**src/rtl/vga_text_line.sv**
```systemverilog
// Single-line text renderer: character buffer, font ROM fetch and a two-stage
// pixel pipeline producing registered RGB with syncs delayed to match.
module vga_text_line #(
  parameter int         NUM_CHARS  = 8,
  parameter int         CODE_W     = 4,
  parameter int         X0         = 8,
  parameter int         Y0         = 300,
  parameter int         SCALE_LOG2 = 0,
  parameter int         BLINK_LOG2 = 5,
  parameter logic [2:0] FG_RGB     = 3'b111,
  parameter logic [2:0] BG_RGB     = 3'b000
) (
  input  logic              clk,
  input  logic              rst,
  input  logic              pix_ce,
  input  logic [9:0]        x,
  input  logic [9:0]        y,
  input  logic              valid,
  input  logic              hsync_in,
  input  logic              vsync_in,
  input  logic              newframe,
  input  logic              wr_en,
  input  logic [5:0]        wr_addr,
  input  logic [CODE_W:0]   wr_data,
  output logic [CODE_W-1:0] font_char,
  output logic [2:0]        font_row,
  input  logic [7:0]        font_bits,
  output logic              R,
  output logic              G,
  output logic              B,
  output logic              hsync,
  output logic              vsync
);

  localparam int                IDX_W    = (NUM_CHARS > 1) ? $clog2(NUM_CHARS) : 1;
  localparam int                GLYPH_PX = 8 << SCALE_LOG2;
  localparam logic [11:0]       WIN_W    = 12'(NUM_CHARS * GLYPH_PX);
  localparam logic [9:0]        WIN_H    = 10'(GLYPH_PX);
  localparam logic [CODE_W-1:0] BLANK    = '1;

  logic [CODE_W:0] slot_q [NUM_CHARS];

  // Window geometry. The x>=X0 / y>=Y0 terms keep the 10-bit subtraction
  // from wrapping pixels left of or above the line into the window.
  logic [9:0]       dx, dy, col;
  logic             in_win_d, rd_ok, wr_ok;
  logic [IDX_W-1:0] rd_idx;
  logic [CODE_W:0]  slot_rd;
  logic [2:0]       row_d;

  assign dx       = x - 10'(X0);
  assign dy       = y - 10'(Y0);
  assign col      = dx >> SCALE_LOG2;
  assign row_d    = 3'(dy >> SCALE_LOG2);
  assign in_win_d = valid && (x >= 10'(X0)) && ({2'b00, dx} < WIN_W)
                          && (y >= 10'(Y0)) && (dy < WIN_H);
  assign rd_ok    = (col[9:3] < 7'(NUM_CHARS));
  assign rd_idx   = col[3 +: IDX_W];
  assign slot_rd  = rd_ok ? slot_q[rd_idx] : {1'b0, BLANK};
  assign wr_ok    = ({1'b0, wr_addr} < 7'(NUM_CHARS));

  // Buffer writes are not gated by pix_ce; a same-edge read sees the old slot.
  always_ff @(posedge clk or posedge rst) begin
    if (rst) begin
      for (int i = 0; i < NUM_CHARS; i++) slot_q[i] <= {1'b0, BLANK};
    end else if (wr_en && wr_ok) begin
      slot_q[wr_addr[IDX_W-1:0]] <= wr_data;
    end
  end

  logic [CODE_W-1:0] font_char_q, code2_q;
  logic [2:0]        font_row_q, bit1_q, bit2_q, rgb_q, rgb_d;
  logic              blink1_q, win1_q, hs1_q, vs1_q;
  logic              blink2_q, win2_q, hs2_q, vs2_q;
  logic              hsync_q, vsync_q, on_d;
  logic [BLINK_LOG2:0] frame_q, frame_d;

  assign frame_d = frame_q + {{BLINK_LOG2{1'b0}}, 1'b1};

  // font_bits is the ROM's answer to the stage-1 request, so it lines up with stage 2.
  always_comb begin
    on_d  = win2_q && font_bits[~bit2_q] && !(blink2_q && frame_q[BLINK_LOG2])
                   && (code2_q != BLANK);
    rgb_d = 3'b000;
    if (win2_q) rgb_d = on_d ? FG_RGB : BG_RGB;
  end

  always_ff @(posedge clk or posedge rst) begin
    if (rst) begin
      font_char_q <= '0;
      font_row_q  <= '0;
      blink1_q    <= 1'b0;
      bit1_q      <= '0;
      win1_q      <= 1'b0;
      hs1_q       <= 1'b0;
      vs1_q       <= 1'b0;
      code2_q     <= '0;
      blink2_q    <= 1'b0;
      bit2_q      <= '0;
      win2_q      <= 1'b0;
      hs2_q       <= 1'b0;
      vs2_q       <= 1'b0;
      rgb_q       <= '0;
      hsync_q     <= 1'b0;
      vsync_q     <= 1'b0;
      frame_q     <= '0;
    end else if (pix_ce) begin
      font_char_q <= slot_rd[CODE_W-1:0];
      font_row_q  <= row_d;
      blink1_q    <= slot_rd[CODE_W];
      bit1_q      <= col[2:0];
      win1_q      <= in_win_d;
      hs1_q       <= hsync_in;
      vs1_q       <= vsync_in;
      code2_q     <= font_char_q;
      blink2_q    <= blink1_q;
      bit2_q      <= bit1_q;
      win2_q      <= win1_q;
      hs2_q       <= hs1_q;
      vs2_q       <= vs1_q;
      rgb_q       <= rgb_d;
      hsync_q     <= hs2_q;
      vsync_q     <= vs2_q;
      if (newframe) frame_q <= frame_d;
    end
  end

  assign font_char = font_char_q;
  assign font_row  = font_row_q;
  assign R         = rgb_q[2];
  assign G         = rgb_q[1];
  assign B         = rgb_q[0];
  assign hsync     = hsync_q;
  assign vsync     = vsync_q;

endmodule

```
**config.mk**
```make
export PLATFORM = sky130hd
export DESIGN_NAME = vga_text_line
export DESIGN_NICKNAME = d
export VERILOG_FILES = /design/src/rtl/vga_text_line.sv
export SDC_FILE = /design/constraint.sdc
export NUM_CORES = 1
export LEC_CHECK = 0
export ABC_AREA = 0
export CORE_MARGIN = 2
export CORE_UTILIZATION = 30
export DETAILED_ROUTE_END_ITERATION = 12
export PLACE_DENSITY = 0.49
export SKIP_CTS_REPAIR_TIMING = 1
export SLEW_MARGIN = 25
export SYNTH_ARGS = -nofsm -noshare
export SYNTH_HDL_FRONTEND = slang
export SYNTH_SLANG_ARGS = --single-unit
export TNS_END_PERCENT = 50
```
**constraint.sdc**
```tcl
create_clock -name clk -period 2.1 [get_ports clk]
set_clock_uncertainty 0.05 [all_clocks]
set_input_delay 0.21 -clock clk [delete_from_list [all_inputs] [get_ports clk]]
set_output_delay 0.21 -clock clk [all_outputs]
set_load 0.005 [all_outputs]
```
# ---- Word-level counts from Yosys, hierarchy flattened
# Index checks and enable logic that the tools add are counted.
dict set report word_totals {
  inputBits 47
  elab_cells 65
  output_inout_bits 12
  reg_bits 76
}
dict set report op_classes {
  mux 11
  n_lt_le_gt_ge 10
  n_addsub 3
  n_bitwise 3
  eq_ne 1
  reduce_logical 12
}
# op n
set ops {}
lappend ops {{40-bit bitwise mux} 1}
lappend ops {{5-bit 2-to-1 mux} 4}
lappend ops {{5-bit binary-select mux with 3-bit select} 1}
lappend ops {{5-bit demux with 3-bit select} 1}
lappend ops {{10-bit by 4-bit greater-or-equal comparator with 1-bit output, second input constant} 1}
lappend ops {{10-bit by 9-bit greater-or-equal comparator with 1-bit output, second input constant} 1}
lappend ops {{1-bit logical AND} 10}
lappend ops {{10-bit by 4-bit < comparator with 1-bit output, second input constant} 1}
lappend ops {{10-bit by 7-bit < comparator with 1-bit output, second input constant} 1}
lappend ops {{10-bit by 4-bit subtractor with 10-bit output, second input constant} 1}
lappend ops {{10-bit by 9-bit subtractor with 10-bit output, second input constant} 1}
lappend ops {{4-bit greater-or-equal comparator, second input constant} 2}
lappend ops {{3-bit inverter with 4-bit output} 2}
lappend ops {{7-bit by 4-bit < comparator with 1-bit output, second input constant} 1}
lappend ops {{6-bit by 1-bit adder with 6-bit output, second input constant} 1}
lappend ops {{6-bit by 4-bit < comparator with 1-bit output, second input constant} 1}
lappend ops {{3-bit 2-to-1 mux} 2}
lappend ops {{3-bit by 4-bit < comparator with 1-bit output, second input constant} 1}
lappend ops {{4-bit by 1-bit < comparator with 1-bit output, second input constant} 1}
lappend ops {{4-bit inequality test, second input constant} 1}
lappend ops {{1-bit binary-select mux with 3-bit select} 1}
lappend ops {{3-bit inverter} 1}
lappend ops {{2-bit AND reduction} 1}
lappend ops {{1-bit logical NOT} 1}
lappend ops {{1-bit 2-to-1 mux} 1}

# ---- Logic depth before layout (Yosys ltp)
# Gate-level depths: netlist of the first run.
dict set report depth {
  ltp_word 8
  ltp_mapped 8
  mapped_depth_nobuf 6
}

# ---- Worst setup path after synthesis of the first run
# Ideal clock, no wire load.
dict set report synth_timing {
  kind {input to register}
  startpoint {in x[3]}
  endpoint {reg blink1_q}
  n_path_buf 3
  arrival_time_ps 2043
  t_required_ps 1928
  setup_slack_ps -115
  setup_time_ps 122
  stages 8
  cell_sequence {buf_6 -> buf_2 -> inv_1 -> ha_1 -> clkbuf_1 -> mux4_2 -> mux2_2 -> a32o_1}
}
dict set report synth_via {
  elab_chain_len 6
  word_cells_on_any_way 7
  cone_classes {add/sub (1); order compare (1); mux (4); bitwise (1)}
}
# element line
set synth_rtl {}
lappend synth_rtl {{from (decl)} 16} ;# input logic [9:0] x,
lappend synth_rtl {{10-bit by 4-bit subtractor with 10-bit output *} 51} ;# assign dx = x - 10'(X0);
lappend synth_rtl {{3-bit inverter with 4-bit output (not written as such)} 59} ;# assign slot_rd = rd_ok ? slot_q[rd_idx] : {1'b0, BLANK};
lappend synth_rtl {{5-bit binary-select mux with 3-bit select} 59}
lappend synth_rtl {{5-bit 2-to-1 mux (not written as such) (2 in a row)} 59}
lappend synth_rtl {{5-bit 2-to-1 mux *} 59}
lappend synth_rtl {{to (signal assigned)} 110} ;# blink1_q <= slot_rd[CODE_W];
lappend synth_rtl {{to (decl)} 73} ;# logic blink1_q, win1_q, hs1_q, vs1_q;
# Every way passes the cells marked *; elsewhere a longest branch is shown, timed or not. The select of a mux whose other input is x is not followed.
# A chain may end at the register's enable or synchronous reset.

# ---- Worst setup path after layout of the first run
# Ends and elaborated chain as after synthesis.

==> impl_results.rst, run 1 <==
.. list-table::
   :header-rows: 1

   * - Metric
     - Value
   * - Post-Route Hold Slack
     - 0.223 ns
   * - Most frequently used flop master after synthesis
     - sky130_fd_sc_hd__dfrtp_1
   * - Setup slack, reg-to-reg
     - 0.55 ns
   * - # rows
     - 39
   * - Slew @ Worst Pin
     - 0.426 ns
   * - Area share of the largest cell type after synthesis
     - 29.8%
   * - Post-synth EDFFs
     - 0
   * - Min-Delay Path Class
     - in -> async
   * - Post-synthesis sequential element count
     - 74
   * - P_leak
     - 1.95 nW
   * - YS warnings
     - 0
   * - Final-report max-slew violation count
     - 0
   * - Syn Nets
     - 288
   * - Top routing layer used
     - met4
   * - Final critical-path setup slack
     - 0.240 ns
   * - Routed via count divided by cell count
     - 4.71
   * - Time the worst path needs with I/O delays and setup
     - 1.86 ns
   * - Slowest-stage cell, CP
     - sky130_fd_sc_hd__clkdlybuf4s50_1
   * - Number of buffers inserted during clock tree synthesis
     - 9
   * - Global-route wire length before repair
     - 12400 µm
   * - Cell type contributing the most total cell area after synthesis
     - sky130_fd_sc_hd__dfrtp_1
   * - R2R depth
     - 3
   * - Die height
     - 112 µm
   * - Total power divided by cell area
     - 842 nW/µm²
   * - GRT Residual Overflow
     - 0
   * - Placeable core region
     - 11500 µm²
   * - Iteration count of the initial detailed-routing pass
     - 4
   * - Starting density of the core
     - 30.7%
   * - DR iter-0 viols
     - 77
   * - Register area
     - 1890 µm²
   * - Largest net degree at the start of global routing
     - 75
   * - Clock transition at the registers of the reported paths
     - 0.06 ns
   * - Number of diodes added for antenna fixing
     - 0
   * - Reg-to-Reg End
     - blink1_q
   * - Area growth from synthesis to layout
     - 35.1%
   * - Worst IR drop on VDD
     - 483 µV
   * - # IOs
     - 59
   * - Count of port buffers added during placement
     - 58
   * - Longest individual stage delay on the worst path
     - 0.54 ns
   * - # H-tree levels
     - 3
   * - GPL Wtd Cong
     - 0.730
   * - Sequential fraction of the synthesis area
     - 53.7%
   * - Syn Inst Count
     - 237
   * - Met1 wire length
     - 3340 µm
   * - Critical-path maximum fanout
     - 4
   * - Async set or reset register ratio after synthesis
     - 100%
   * - Final antenna-violating net count
     - 0
   * - Final period util
     - 88.6%
   * - Worst path bufs/invs
     - 2
   * - Netlist area before placement
     - 3530 µm²
   * - Area of the multi-input gates
     - 1570 µm²
   * - Number of maximum-capacitance violations
     - 0
   * - Count of nets after finishing
     - 374
   * - Total DRC errors in the routed layout
     - 0
   * - Arr. time, crit path
     - 2.03 ns
   * - Worst slew margin
     - 71.3%
   * - Avg WL per Cell
     - 15.7 µm
   * - Area of the die
     - 12600 µm²
   * - Antenna violations before repair
     - 0
   * - Routed length on met3
     - 344 µm
   * - Data required time of the worst path
     - 2.26 ns
   * - Average cell area after synthesis
     - 14.9 µm²
   * - Setup crit start kind
     - input pin
   * - Via count of the first global-routing pass
     - 2380
   * - Maximum clock rate
     - 538 MHz
   * - Number of clock sinks
     - 74
   * - Overall die width
     - 112 µm
   * - Unique cell type count in the Yosys netlist
     - 43
   * - Unrepaired setup endpoints after global routing
     - no
   * - Cell-by-cell trace of the critical path
     - clkdlybuf4s50_1 > inv_1 > ha_1 > mux4_2 > mux2_2 > a32o_1
   * - Clock root buffer master
     - sky130_fd_sc_hd__clkbuf_16
   * - Minimum setup slack after placement
     - -0.112 ns
   * - CTS tree
     - built
   * - Estimated wirelength of the detail-placed design
     - 5420 µm
   * - Type of destination of the critical path
     - register
   * - Layout cell share with drive strength beyond 1
     - 47.0%
   * - Kind of critical path
     - in -> reg
   * - Outcome
     - completed
   * - Critical register-to-register path startpoint
     - slot_q[9]
   * - Skew-Pair Late Insertion Delay
     - 0.33 ns
   * - Largest cells by area after synthesis
     - sky130_fd_sc_hd__dfrtp_1 (30%), sky130_fd_sc_hd__dfstp_2 (24%), sky130_fd_sc_hd__mux2_2 (19%)
   * - Total detailed-routing wirelength
     - 7380 µm
   * - Met2 routed wirelength
     - 3580 µm
   * - GRT Resource Usage Total
     - 12.6%
   * - Fill cells
     - 1059
   * - Cell family contributing the most delay on the critical path
     - buffers and inverters
   * - Vias
     - 2218
   * - Max clock buf depth
     - 2
   * - Final setup vio count
     - 0
   * - Final Hold Violating Endpoints
     - 0
==> through the flow <==
step	instance area [µm²]	util [%]	TNS [ns]	instances	total power [mW]
detailed placement	4450	38.8	-0.307	455	2.47
global route	4760	41.5	0	471	4.23
CTS	4760	41.5	0	471	4.07
global placement	4450	38.8	-0.124	455	2.46
finish	4760	41.5	0	471	4.01
floorplan	3530	-	0	237	2.18
==> layout by cell type (no fill, tap or decap), drive strengths merged, types with 2 or more instances in the layout <==
cell type,Yosys,layout
mux2,62,62
clkdlybuf4s50,0,58
dfrtp,42,42
dfstp,32,32
buf,5,25
mux4,12,12
clkbuf,3,11
nor2,8,8
nand2,7,7
mux2i,6,6
inv,5,6
nand3,5,5
xor2,4,4
a31oi,4,4
xnor2,4,4
ha,4,4
nand2b,4,4
a21oi,3,3
clkinvlp,0,3
nor4,3,3
nand3b,2,2
nor3b,2,2
and3,2,2
o21ai,2,2
a32o,2,2
nand4,2,2
nor3,2,2
==> flip-flops by register name, indices dropped and copies added (netlist names), 3 cells and up <==
signal,cells
font_char,4
slot_q,40
font_row,3
code2_q,4
bit2_q,3
bit1_q,3
frame_q,6
==> routing by layer <==
| layer | track usage [%] | vias up |
|---|---|---|
| li1 | - | 1054 |
| met1 | 16.7 | 1105 |
| met2 | 19.9 | 52 |
| met3 | 3.56 | 7 |
| met4 | 4.39 | 0 |
| met5 | 0 | - |
==> where the power goes <==
group / leakage [nW] / switching, mW / internal, mW / total, mW
registers: 0.834 / 0.124 / 1.69 / 1.82
clock network: 0.144 / 0.593 / 0.988 / 1.58
logic: 0.975 / 0.218 / 0.393 / 0.611
==> how the worst max path moves through the flow <==
stage,start,to,cells after the start
6_report,x[3],blink1_q,6
5_1_grt,x[3],blink1_q,6
4_1_cts,x[3],blink1_q,6
3_5_place_dp,x[3],blink1_q,6
3_3_place_gp,x[3],blink1_q,6
2_1_floorplan,rst,bit1_q[0],1
==> synth_stat cells, drive strengths merged (2+ instances only) <==
library cell,count
mux2,62
dfrtp,42
dfstp,32
mux4,12
nor2,8
nand2,7
mux2i,6
buf,5
inv,5
nand3,5
a31oi,4
ha,4
nand2b,4
xnor2,4
xor2,4
a21oi,3
clkbuf,3
nor4,3
a32o,2
and3,2
nand3b,2
nand4,2
nor3,2
nor3b,2
o21ai,2
==> worst reg2reg max path, delay by kind of cell (launching register included) <==
kind,cells,cell delay (ns)
muxes,2,0.77
AOI/OAI and AO/OA,1,0.25
DFF,1,0.37
==> kinds of logic after synthesis <==
logic type / after synthesis / synth area share [%]
AOI/OAI and AO/OA: 15 / 3.30
buffers and inverters: 13 / 1.88
and+or+nand+nor: 43 / 8.37
DFF: 74 / 53.7
xor gates and xnor gates: 8 / 1.99
muxes: 80 / 29.4
adders and majority gates: 4 / 1.42
==> layout make-up <==
cell class	count	share of cell area, %
well taps	143	3.76
repair buffers	83	16.6
clock inverters	5	1.29
multi-input cells	150	32.9
clock buffers	11	5.30
inverters	5	0.394
flip-flops and latches	74	39.7
Power figures use the tool's default switching activity.
==> run 2, diff against run 1 <==
--- a/config.mk
+++ b/config.mk
@@ -6,6 +6,7 @@
 export NUM_CORES = 1
 export LEC_CHECK = 0
 export ABC_AREA = 0
+export CAP_MARGIN = 15
 export CORE_MARGIN = 2
 export CORE_UTILIZATION = 30
 export DETAILED_ROUTE_END_ITERATION = 12
==> results of run 2 <==
Same layout as run 1: the final DEF is identical, and so are final timing and power.
